`src/rtl/keypad_conditioner_if.sv`:
```
// Front-panel bundle between the raw switch inputs and the microwave controller.
// master: the side that drives the raw switches; slave: the conditioner.
interface keypad_conditioner_if;
  logic [9:0] raw_keys;
  logic       raw_startn;
  logic       raw_stopn;
  logic       raw_clearn;
  logic       raw_door_closed;
  logic [9:0] keypad;
  logic       startn;
  logic       stopn;
  logic       clearn;
  logic       door_closed;

  modport master (
    output raw_keys, raw_startn, raw_stopn, raw_clearn, raw_door_closed,
    input  keypad, startn, stopn, clearn, door_closed
  );

  modport slave (
    input  raw_keys, raw_startn, raw_stopn, raw_clearn, raw_door_closed,
    output keypad, startn, stopn, clearn, door_closed
  );
endinterface

```
`src/rtl/keypad_conditioner.sv`:
```
// keypad_conditioner: synchronises and debounces the 10-key pad, the
// start/stop/clear buttons and the door switch for the microwave controller.
// Every press yields exactly one registered, one-clock strobe.
// Optional macro KEYPAD_REPEAT_EN: auto-repeat of a held digit every
// REPEAT_CYCLES clocks (off by default, no repeat logic built).
module keypad_conditioner #(
  parameter int DEBOUNCE_CYCLES = 4,
  parameter int CNT_W           = 8,
  parameter int REPEAT_CYCLES   = 16
) (
  input logic                 clock,
  input logic                 reset,
  keypad_conditioner_if.slave bus
);
  localparam int NUM_BTN = 3;  // 0 start, 1 stop, 2 clear
  localparam logic [CNT_W-1:0] DB = CNT_W'(DEBOUNCE_CYCLES);

  if (DEBOUNCE_CYCLES < 2 || DEBOUNCE_CYCLES > 255 ||
      (1 << CNT_W) <= DEBOUNCE_CYCLES || REPEAT_CYCLES < 1) begin : g_bad_param
    $error("keypad_conditioner: illegal parameter combination");
  end

  // counters stop at the threshold instead of wrapping
  function automatic logic [CNT_W-1:0] sat_inc(input logic [CNT_W-1:0] c);
    return (c >= DB) ? DB : c + 1'b1;
  endfunction

  typedef enum logic [1:0] {K_IDLE, K_ARM, K_HELD, K_RELEASE} kstate_t;
  typedef enum logic {B_UP, B_DOWN} bstate_t;

  logic [9:0]         key_s1_q, key_s2_q;
  logic [NUM_BTN-1:0] btn_s1_q, btn_s2_q;
  logic               door_s1_q, door_s2_q;

  // two-flop synchronisers; buttons idle high, door reads open after reset
  always_ff @(posedge clock or posedge reset) begin
    if (reset) begin
      key_s1_q  <= '0;
      key_s2_q  <= '0;
      btn_s1_q  <= '1;
      btn_s2_q  <= '1;
      door_s1_q <= 1'b0;
      door_s2_q <= 1'b0;
    end else begin
      key_s1_q  <= bus.raw_keys;
      key_s2_q  <= key_s1_q;
      btn_s1_q  <= {bus.raw_clearn, bus.raw_stopn, bus.raw_startn};
      btn_s2_q  <= btn_s1_q;
      door_s1_q <= bus.raw_door_closed;
      door_s2_q <= door_s1_q;
    end
  end

  // ---------------- keypad ----------------
  kstate_t          kst_q, kst_d;
  logic [CNT_W-1:0] cnt_q, cnt_d, cnt_inc;
  logic [9:0]       cap_q, cap_d, keypad_q, keypad_d;
  logic             one_hot;

`ifdef KEYPAD_REPEAT_EN
  localparam int RPT_W = $clog2(REPEAT_CYCLES + 1);
  logic [RPT_W-1:0] rpt_q, rpt_d, rpt_inc;
  logic             rpt_off_q, rpt_off_d;
`endif

  // keypad FSM next state: capture a single key, hold it for the debounce
  // window, strobe once, then require a debounced all-released pad
  always_comb begin
    kst_d    = kst_q;
    cnt_d    = cnt_q;
    cap_d    = cap_q;
    keypad_d = '0;
    cnt_inc  = sat_inc(cnt_q);
    one_hot  = (key_s2_q != '0) && ((key_s2_q & (key_s2_q - 10'd1)) == '0);
`ifdef KEYPAD_REPEAT_EN
    rpt_d     = rpt_q;
    rpt_off_d = rpt_off_q;
    rpt_inc   = rpt_q + 1'b1;
`endif
    case (kst_q)
      K_IDLE: begin
        if (one_hot) begin
          cap_d = key_s2_q;
          cnt_d = CNT_W'(1);
          kst_d = K_ARM;
        end
      end
      K_ARM: begin
        if (key_s2_q == cap_q) begin
          cnt_d = cnt_inc;
          if (cnt_inc == DB) begin
            keypad_d = cap_q;
            kst_d    = K_HELD;
`ifdef KEYPAD_REPEAT_EN
            rpt_d     = '0;
            rpt_off_d = 1'b0;
`endif
          end
        end else begin
          cnt_d = '0;
          kst_d = K_IDLE;
        end
      end
      K_HELD: begin
        if (key_s2_q == '0) begin
          cnt_d = CNT_W'(1);
          kst_d = K_RELEASE;
        end
`ifdef KEYPAD_REPEAT_EN
        // any change from the captured key ends repeating for this hold
        else if (key_s2_q == cap_q && !rpt_off_q) begin
          if (rpt_inc == RPT_W'(REPEAT_CYCLES)) begin
            keypad_d = cap_q;
            rpt_d    = '0;
          end else begin
            rpt_d = rpt_inc;
          end
        end else if (key_s2_q != cap_q) begin
          rpt_off_d = 1'b1;
        end
`endif
      end
      K_RELEASE: begin
        if (key_s2_q == '0) begin
          cnt_d = cnt_inc;
          if (cnt_inc == DB) kst_d = K_IDLE;
        end else begin
          kst_d = K_HELD;
`ifdef KEYPAD_REPEAT_EN
          rpt_d     = '0;
          rpt_off_d = 1'b0;
`endif
        end
      end
      default: kst_d = K_IDLE;
    endcase
  end

  // keypad FSM state, shared counter, captured key and registered strobe
  always_ff @(posedge clock or posedge reset) begin
    if (reset) begin
      kst_q     <= K_IDLE;
      cnt_q     <= '0;
      cap_q     <= '0;
      keypad_q  <= '0;
`ifdef KEYPAD_REPEAT_EN
      rpt_q     <= '0;
      rpt_off_q <= 1'b0;
`endif
    end else begin
      kst_q     <= kst_d;
      cnt_q     <= cnt_d;
      cap_q     <= cap_d;
      keypad_q  <= keypad_d;
`ifdef KEYPAD_REPEAT_EN
      rpt_q     <= rpt_d;
      rpt_off_q <= rpt_off_d;
`endif
    end
  end

  // ---------------- buttons ----------------
  bstate_t                       bst_q [NUM_BTN];
  bstate_t                       bst_d [NUM_BTN];
  logic [NUM_BTN-1:0][CNT_W-1:0] bcnt_q, bcnt_d, binc;
  logic [NUM_BTN-1:0]            fire;
  logic                          startn_q, stopn_q, clearn_q;
  logic                          startn_d, stopn_d, clearn_d;

  // per-button debounce: count samples at the opposite level, flip at DB;
  // the UP->DOWN flip raises that button's fire bit
  always_comb begin
    for (int b = 0; b < NUM_BTN; b++) begin
      bst_d[b]  = bst_q[b];
      bcnt_d[b] = bcnt_q[b];
      fire[b]   = 1'b0;
      binc[b]   = sat_inc(bcnt_q[b]);
      if ((bst_q[b] == B_UP) ? !btn_s2_q[b] : btn_s2_q[b]) begin
        if (binc[b] == DB) begin
          fire[b]   = (bst_q[b] == B_UP);
          bst_d[b]  = (bst_q[b] == B_UP) ? B_DOWN : B_UP;
          bcnt_d[b] = '0;
        end else begin
          bcnt_d[b] = binc[b];
        end
      end else begin
        bcnt_d[b] = '0;
      end
    end
    // clear beats stop beats start; losers are dropped, not queued
    clearn_d = !fire[2];
    stopn_d  = !(fire[1] && !fire[2]);
    startn_d = !(fire[0] && !fire[1] && !fire[2]);
  end

  // button FSM state, counters and registered active-low strobes
  always_ff @(posedge clock or posedge reset) begin
    if (reset) begin
      for (int b = 0; b < NUM_BTN; b++) bst_q[b] <= B_UP;
      bcnt_q   <= '0;
      startn_q <= 1'b1;
      stopn_q  <= 1'b1;
      clearn_q <= 1'b1;
    end else begin
      for (int b = 0; b < NUM_BTN; b++) bst_q[b] <= bst_d[b];
      bcnt_q   <= bcnt_d;
      startn_q <= startn_d;
      stopn_q  <= stopn_d;
      clearn_q <= clearn_d;
    end
  end

  assign bus.keypad      = keypad_q;
  assign bus.startn      = startn_q;
  assign bus.stopn       = stopn_q;
  assign bus.clearn      = clearn_q;
  assign bus.door_closed = door_s2_q;
endmodule

```
`src/flat_wrapper.sv`:
```
// flat-port wrapper written by rule: the top's interface ports become plain ports
module keypad_conditioner_flat 
#(
  parameter int DEBOUNCE_CYCLES = 4,
  parameter int CNT_W           = 8,
  parameter int REPEAT_CYCLES   = 16
)
  (clock, reset, bus_raw_keys, bus_raw_startn, bus_raw_stopn, bus_raw_clearn, bus_raw_door_closed, bus_keypad, bus_startn, bus_stopn, bus_clearn, bus_door_closed);
  keypad_conditioner_if bus_i ();
  input logic clock;
  input logic reset;
  input wire logic [$bits(bus_i.raw_keys)-1:0] bus_raw_keys;
  input wire logic [$bits(bus_i.raw_startn)-1:0] bus_raw_startn;
  input wire logic [$bits(bus_i.raw_stopn)-1:0] bus_raw_stopn;
  input wire logic [$bits(bus_i.raw_clearn)-1:0] bus_raw_clearn;
  input wire logic [$bits(bus_i.raw_door_closed)-1:0] bus_raw_door_closed;
  output wire logic [$bits(bus_i.keypad)-1:0] bus_keypad;
  output wire logic [$bits(bus_i.startn)-1:0] bus_startn;
  output wire logic [$bits(bus_i.stopn)-1:0] bus_stopn;
  output wire logic [$bits(bus_i.clearn)-1:0] bus_clearn;
  output wire logic [$bits(bus_i.door_closed)-1:0] bus_door_closed;
  assign bus_i.raw_keys = bus_raw_keys;
  assign bus_i.raw_startn = bus_raw_startn;
  assign bus_i.raw_stopn = bus_raw_stopn;
  assign bus_i.raw_clearn = bus_raw_clearn;
  assign bus_i.raw_door_closed = bus_raw_door_closed;
  assign bus_keypad = bus_i.keypad;
  assign bus_startn = bus_i.startn;
  assign bus_stopn = bus_i.stopn;
  assign bus_clearn = bus_i.clearn;
  assign bus_door_closed = bus_i.door_closed;
  keypad_conditioner #(.DEBOUNCE_CYCLES(DEBOUNCE_CYCLES), .CNT_W(CNT_W), .REPEAT_CYCLES(REPEAT_CYCLES)) u_core (.clock(clock), .reset(reset), .bus(bus_i));
endmodule
```
`config.mk`:
```
export PLATFORM = sky130hd
export DESIGN_NAME = keypad_conditioner_flat
export DESIGN_NICKNAME = d
export VERILOG_FILES = /design/src/rtl/keypad_conditioner_if.sv /design/src/rtl/keypad_conditioner.sv /design/src/flat_wrapper.sv
export SDC_FILE = /design/constraint.sdc
export NUM_CORES = 1
export LEC_CHECK = 0
export CAP_MARGIN = 20
export CORE_MARGIN = 1
export CORE_UTILIZATION = 40
export DETAILED_ROUTE_END_ITERATION = 10
export GPL_TIMING_DRIVEN = 0
export PLACE_DENSITY = 0.69
export SLEW_MARGIN = 5
export SYNTH_ARGS = -nofsm -noshare
export SYNTH_HDL_FRONTEND = slang
export SYNTH_SLANG_ARGS = --single-unit
```
`constraint.sdc`:
```
create_clock -name clock -period 8.3 [get_ports clock]
set_input_delay 1.66 -clock clock [delete_from_list [all_inputs] [get_ports clock]]
set_output_delay 1.66 -clock clock [all_outputs]
set_load 0.05 [all_outputs]
```
==> summary by stage, run 1 <==
Run status
The run finished with clean final reports.

Die
The number of primary I/O pins is 30. The die is slightly above 90 µm tall. The floorplan has 32 rows. The region available for standard cell placement spans 7767 µm². The initial utilization of the core area, before any placement, comes to 0.4172. The die area is roughly 8500 µm². The floorplan step set the die width to 92.01 µm.

Critical path
The family of cells with the greatest summed delay on the critical path is buffers and inverters. The type of destination of the critical path is an output port. At the worst endpoint, the arrival time is 1.69 ns. STA classifies the critical path startpoint as a flop. The worst setup path category is reg2out.

Counting both buffers and inverters, the worst setup path holds a total of 1. The required time reported for the critical path endpoint is 6.64 ns. The delay of the slowest cell on the worst path is 0.81 ns. On the critical path, the stage with the largest delay is an instance of clkdlybuf4s50_1. The largest fanout of any net on the critical path is 1. Traced cell by cell, the critical path runs through clkdlybuf4s50_1.

Synthesis
In the synthesized netlist the async set-or-reset flop fraction comes to 1.000. The average instance area after synthesis is 13.79 µm². During synthesis, Yosys emitted a total of 0 warnings. The most area-hungry cell type in the Yosys netlist is dfrtp_1. Of the synthesized area, sequential elements account for 0.6830. The share of Yosys cell area claimed by the top area cell type is 0.6100.

The post-synthesis instance area is approximately 3200 µm². The number of distinct library cells after synthesis is 37. Synthesis produced a netlist whose cell count is ~240. The most used flip-flop cell after synthesis is dfrtp_1. By area the synthesized netlist is led by dfrtp_1 61%, dfstp_2 7.3%, mux2_4 4.6%, xnor2_1 4.3%, and2_1 3.3%. In this run, synthesis inferred 0 flip-flops with an integrated enable. The synthesized design contains 88 register bits.

The commonest cells after synthesis are 79 x dfrtp_1, 17 x and2_1, 17 x nor2_1. The most numerous cell in the Yosys netlist is dfrtp_1.

Drt
The routed wirelength normalized by instance count is 11.76 µm. The wire length reported by the detailed router is 4668 µm. The number of nets with antenna violations after detailed routing is 0. The detailed router's first-iteration violation count is 109. The number of vias after detailed routing is ~1800. The vias per cell is 4.463. In the routed design, unresolved DRC markers number 0. The detailed-router iteration count before antenna repair is 4.

Finish
Summing all flip-flop and latch instances after layout gives 2213 µm². The footprint of the multi-input gates is 1016 µm². 0 antenna diodes ended up in the layout. In the final layout, the share of cells above drive strength 1 is 0.1424.

The filler cells instantiated in the layout total 677. The area added between synthesis and finish is 23.13%. In the final design database the tool counted about 310 nets.

Placement
In this run the tool buffered the top-level ports with 29 buffer cells. The HPWL after detailed placement is 3197 µm. The weighted congestion at the end of routability-driven global placement is roughly 0.8. Before CTS, the worst setup slack after placement is 5.334 ns.

Timing
The maximum clock frequency is about 300 MHz. Setup slack closes at 4.950 ns. Subtracting the final worst setup slack from the clock period gives between 3 and 4 ns. The clock tree skew after final layout is 0.01720 ns.

Hold is met by 0.3533 ns. The number of pins with negative max-slew slack in the final report was 0. Setup total negative slack on the finished layout was measured at 0 ns.

The max-slew headroom at the worst pin is 0.4358. The actual slew at the worst max-slew pin is about 0.84 ns. Setup violations remaining at the end of the flow were counted as 0. The hold violation total from the final report is 0. The final critical-path share of the clock period is 0.4036. Setup repair after global routing left no endpoint under its margin.

GRT
The overall overflow remaining after global route is 0. The number of global-route vias before repair is 1778. The number of antenna violations at the first check in global routing is 0. The first global-routing pass estimated roughly 8500 µm of wire. The all-layer global routing usage is 0.1345. The pin count of the biggest net entering global routing is 55.

Run
The number of max-cap violations is 0.

Clocking
For the worst-skew pair, the clock arrives at the later sink with an insertion delay of 0.37 ns. In this run, CTS created clock tree buffers numbering 9. The post-cts sizing count is 0. The clock root buffer is clkbuf_8.

The depth of the CTS H-tree is 3. After clock tree synthesis, the flow added hold-fix buffers numbering 0. The clock passes through at most 2 buffers. After clock tree synthesis, the clock-pin slew on the worst setup and hold paths is 0.09 ns. For this design, the sink count on the clock tree is 88. In this run the post-CTS setup repair buffer count came out at 0. The TritonCTS clock tree is yes.

Pwr
The static leakage power is 1.776 nW. IR analysis of the VDD net gives a maximum drop of 0.0001048 V. The total power is 0.8838 mW. The power density over the cells is 221.5 nW/µm².

Hold path
The kind of path behind the tightest hold check is reg2reg.
[per-stage QoR]
step	utilization	instances	cell area (µm²)
after floorplan	-	249	3293
after global placement	0.4778	380	3711
after detailed placement	0.4816	381	3741
after CTS	0.5137	397	3990
after global routing	0.5137	397	3990
final	0.5137	397	3990
[layer usage]
layer / track usage / vias to the layer above / wire, µm
li1: - / 881 / -
met1: 0.1780 / 851 / 2258
met5: 0 / - / 0
met4: 0.08984 / 0 / 145
met2: 0.1922 / 29 / 2072
met3: 0.03814 / 11 / 192
[sequential cells by signal (all words and copies together) (netlist names)]
signal and flops:
u_core.bus.keypad 10, u_core.bcnt_q 24, u_core.key_s2_q 10, u_core.kst_q 2, u_core.bst_q 3, u_core.key_s1_q 10, u_core.cnt_q 8, u_core.door_s1_q 1
u_core.bus.stopn 1, u_core.bus.door_closed 1, u_core.btn_s1_q 3, u_core.btn_s2_q 3, u_core.cap_q 10, u_core.bus.clearn 1, u_core.bus.startn 1
[cell usage in the layout, fill, tap and decap left out, types with 6 or more instances in the layout]
master	instances
conb_1	15
dfrtp_1	79
clkbuf_8	9
nand2_1	8
clkdlybuf4s50_1	29
ha_1	8
o21ai_0	6
mux2_4	10
xnor2_1	16
dfstp_2	9
inv_1	12
nor2_1	17
nor3_1	8
and2_1	17
[area by class of cell]
cell class / count / area share
flip-flops and latches: 88 / 0.5547
inverters: 13 / 0.01286
repair buffers: 30 / 0.07965
clock buffers: 9 / 0.03104
multi-input cells: 146 / 0.2546
clock inverters: 7 / 0.03136
plain buffers: 2 / 0.003763
well taps: 102 / 0.03198
[power breakdown]
| part | internal (mW) | total (mW) | switching [mW] | leakage [nW] |
|---|---|---|---|---|
| Clock | 0.204 | 0.363 | 0.159 | 0.125 |
| Sequential | 0.451 | 0.466 | 0.0154 | 1.10 |
| Combinational | 0.0291 | 0.0548 | 0.0257 | 0.552 |
[final timing paths]
kind / from / end / slack (ns) / depth (start not counted)
worst max register to register: u_core.key_s2_q[1] / u_core.cap_q[9] / 5.73 / 7
worst max-delay path: u_core.bus.clearn / bus_clearn / 4.95 / 1
max in group asynchronous: reset / u_core.kst_q[0] / 6.04 / 3
min in group asynchronous: reset / u_core.bus.door_closed / 1.66 / 2
worst min register to register: u_core.door_s1_q / u_core.bus.door_closed / 0.35 / 0
worst min-delay path: u_core.door_s1_q / u_core.bus.door_closed / 0.35 / 0
[cells by family after synthesis]
family                   Yosys count  synth area share
multiplexers                      13           0.05598
adder cells (fa/ha/maj)            9           0.03398
buffers and inverters             15           0.01969
flip-flops                        88            0.6830
XOR/XNOR                          16           0.04324
AND/OR/NAND/NOR                   71            0.1158
AO/OA/AOI/OAI                     22           0.04711
other                              1          0.001157
Power figures use the tool's default switching activity.
==> run 2: changes to the inputs <==
- clock period: 8.3 -> 3.2 ns (I/O delays scaled with it)
==> results of run 2 <==
The final DEF is identical to that of run 1. Status: completed.
Main changes from that run: setup slack after placement 5.334 ns -> 0.6413 ns; clock-pin slew on the worst setup and hold paths 0.09 ns -> 0.08 ns; setup slack after layout 4.950 ns -> 0.6319 ns; start point of the critical path u_core.bus.clearn -> u_core.key_s2_q[1]; end point of the critical path bus_clearn -> u_core.cap_q[9]; register-to-register setup slack 5.73 ns -> 0.63 ns; total power 0.8838 mW -> 2.292 mW; worst IR drop on VDD 0.0001048 V -> 0.0002717 V
==> run 3: changes to the inputs <==
- clock period: 3.2 -> 2.45 ns (I/O delays scaled with it)
==> run 3 against run 2 <==
Compared with the run above: the flow now finishes with violations (negative setup slack); clock power up 8%; power increased by 22%; critical path type unchanged; final area increased by 0.78%.
==> summary by stage, run 3 (synthesis gave the netlist of run 1 again) <==
Clocking
The post-CTS clock slew at the launch and capture registers of the worst setup and hold paths is 0.08 ns. The number of clock sinks seen by CTS came to 88 (unchanged). The depth of the CTS H-tree is 3 (unchanged). The hold-fix buffer count after cts is 0 (unchanged). The clock latency on the worst-skew pair is 0.34 ns (-0.03 ns). The TritonCTS clock tree is yes. The clock root buffer is clkbuf_8. The buffer depth of the longest clock path is 2 (unchanged).

The number of buffers created by CTS is 9 (unchanged).

Critical path
The family of cells with the greatest summed delay on the critical path is simple AND/OR/NAND/NOR gates. The signal on the critical path passes through or4_4 -> or3_1 -> a211o_1 -> a31oi_4 -> and2b_2 -> buf_6 -> mux2_4. For the worst setup path, the data required time is between 2 and 3 ns. The kind of start point of the critical path is a flop. Along the worst path, the maximum fanout reaches 5.

The register-to-register setup slack is -0.01 ns. On the critical path, the stage with the largest delay is an instance of or4_4. Data on the critical path arrives at its endpoint at between 2 and 3 ns.

The worst setup path is captured at a flop. The worst path buffer plus inverter count is 1 (unchanged). In this design, the stage delay of the slowest critical-path cell is around 0.54 ns.

The critical path in this run is classified as reg2reg.

Pwr
The worst voltage drop across the vdd grid is 0.0004190 V. The combinational group share of total power is 0.069 (+0.007). The total power is 2.791 mW. The power share of the sequential group came to 0.566 (+0.038).

The clock network fraction of design power is 0.365 (-0.045). Dividing total power by cell area gives a power density of 694.1 nW/µm². The net switching share of the total power is 0.2248. The static leakage power is 1.778 nW (+0.12%). The net switching power figure is 0.6276 mW.

The internal portion of the total power is 2.164 mW.

Die
The effective utilization at floorplan is 0.4172 (unchanged). The die area is 8466 µm² (unchanged). The number of rows created at floorplan is 32 (unchanged).

The die boundary width was 92.01 µm (unchanged). The number of primary I/O pins was 30 (unchanged). The die extent in y is 92.01 µm (unchanged). The core region area is 7767 µm² (unchanged).

Finish
The most common library cell in the layout ignoring fill and taps is dfrtp_1. The cell area after layout is 4021 µm² (+0.78%). The share of post-route cells with drive strength above 1 is 0.1667 (+0.02429). u_core.bcnt_q holds more flip-flops than any other register. The count of antenna diodes in the layout came to 0 (unchanged). The library cells used most frequently in the layout, excluding fill and tap cells, are 79 x dfrtp_1, 29 x clkdlybuf4s50_1, 17 x nor2_1, 17 x and2_1, 16 x xnor2_1. From synthesis to final layout, the design area changed by 24.09%. The final net count was 319 (+1.6%). The number of flip-flops in the largest register is 24 (unchanged).

Placement
The post-detailed-placement cell area came to 3755 µm² (+0.37%). The number of input and output port buffers inserted came to 29 (unchanged). The detailed placement HPWL came to 3124 µm (-2.3%). The weighted congestion at the end of routability-driven global placement was 0.7717 (-0.73%).

Drt
The detailed router's first-iteration violation count is 79 (-28%). The routed wirelength normalized by instance count is 11.42 µm (-2.9%). The number of nets with antenna violations after detailed routing is 0 (unchanged).

The vias per cell was 4.483 (+0.43%). The detailed-router iteration count before antenna repair is 6 (+2). The wire length reported by the detailed router is 4589 µm (-1.7%). The number of vias after detailed routing is 1802 (+1.7%). The DRC violation count after routing is 0 (unchanged).

Timing
The setup-violating endpoint count in the final report is 3 (+3). The clock tree skew after final layout came to 0.008275 ns (-0.008928 ns). Static timing analysis puts the maximum clock frequency at 406.2 MHz. The number of pins with negative max-slew slack in the final report is 0 (unchanged).

The actual slew at the worst max-slew pin is 0.5010 ns (-0.3388 ns). The total negative slack for setup checks is -0.02497 ns (-0.02497 ns). The max-slew headroom at the worst pin is 0.6649 (+0.2291).

The hold violation total from the final report is 0 (unchanged). In the finished design, the share of the clock period the worst path needs comes to 1.005. Setup repair after global routing could not meet its margin everywhere. Across all setup checks in the final design, the least slack found is -0.01171 ns. The shortest clock period the worst path allows after layout is about 2.5 ns.

GRT
The pin count of the biggest net entering global routing came to 41 (-25%). The overall overflow remaining after global route was 0 (unchanged). The first-pass GRT wire length is 8618 µm (+1.2%). The all-layer global routing usage is 0.1334 (-0.001047). The number of antenna violations at the first check in global routing is 0 (unchanged). The number of global-route vias before repair is 1975 (+11%).

Run status
The final reports fail on negative setup slack. The run finished, with violations left.

Hold path
The kind of path behind the tightest hold check is reg2reg.

Run
The number of max-cap violations is 0 (unchanged).
[run 3: cell count changes in the layout (fill, tap and decap cells not counted), moves of 2 or more]
cell        previous run  this run
clkinvlp_4             0         3
inv_6                  3         1
buf_4                  0         3
buf_12                 0         2
bufinv_16              3         1
clkbuf_8               9        11
[run 3: final cells by class]
type | count | area [µm²]
Inverter | 13 | 52.55
Timing Repair Buffer | 35 | 364.1
Clock inverter | 5 | 62.56
Multi-Input combinational cell | 146 | 1035
Tap cell | 102 | 127.6
Buffer | 2 | 15.01
Sequential cell | 88 | 2213
Clock buffer | 11 | 151.4
Fill cell | 678 | 3746
[run 3: final timing paths]
check / startpoint / endpoint / cells past startpoint
max: u_core.key_s2_q[1] / u_core.cap_q[9] / 7
min: u_core.key_s1_q[7] / u_core.key_s2_q[7] / 0
max reg2reg: u_core.key_s2_q[1] / u_core.cap_q[9] / 7
min reg2reg: u_core.key_s1_q[7] / u_core.key_s2_q[7] / 0
max in group asynchronous: reset / u_core.cnt_q[0] / 4
min in group asynchronous: reset / u_core.bcnt_q[6] / 2
[run 3: power by group through the flow]
stage	logic (mW)	clock network (mW)	registers [mW]
after global routing	0.219	1.11	1.59
after floorplan	0.116	0	1.61
after detailed placement	0.189	0	1.61
after CTS	0.198	1.06	1.58
after global placement	0.177	0	1.61
final	0.194	1.02	1.58
[run 3: routing by layer]
metal,GRT usage,up-vias,share of wire
met2,0.2233,38,0.50
met3,0.04146,4,0.041
met4,0.05990,0,0.012
met1,0.1577,862,0.44
met5,0,-,0
li1,-,898,-
[run 3: repair_timing]
action / 4_1_cts / 5_1_grt
setup buffers: 3 / 0
resized for setup: 6 / 0
cloned: 1 / 0
endpoints found under the setup margin: 11 / 10
pin swaps: 1 / 0
[run 3: stage by stage]
stage | worst slack [ns] | hold WS (ns) | utilization | std cells
global placement | -0.08164 | 0.3330 | 0.4783 | 380
detailed placement | -0.1293 | 0.3347 | 0.4834 | 382
global route | -0.06770 | 0.3566 | 0.5177 | 402
finish | -0.01171 | 0.3487 | 0.5177 | 402
CTS | 0.001459 | 0.3526 | 0.5177 | 402
floorplan | 0.03135 | 0.3312 | - | 249
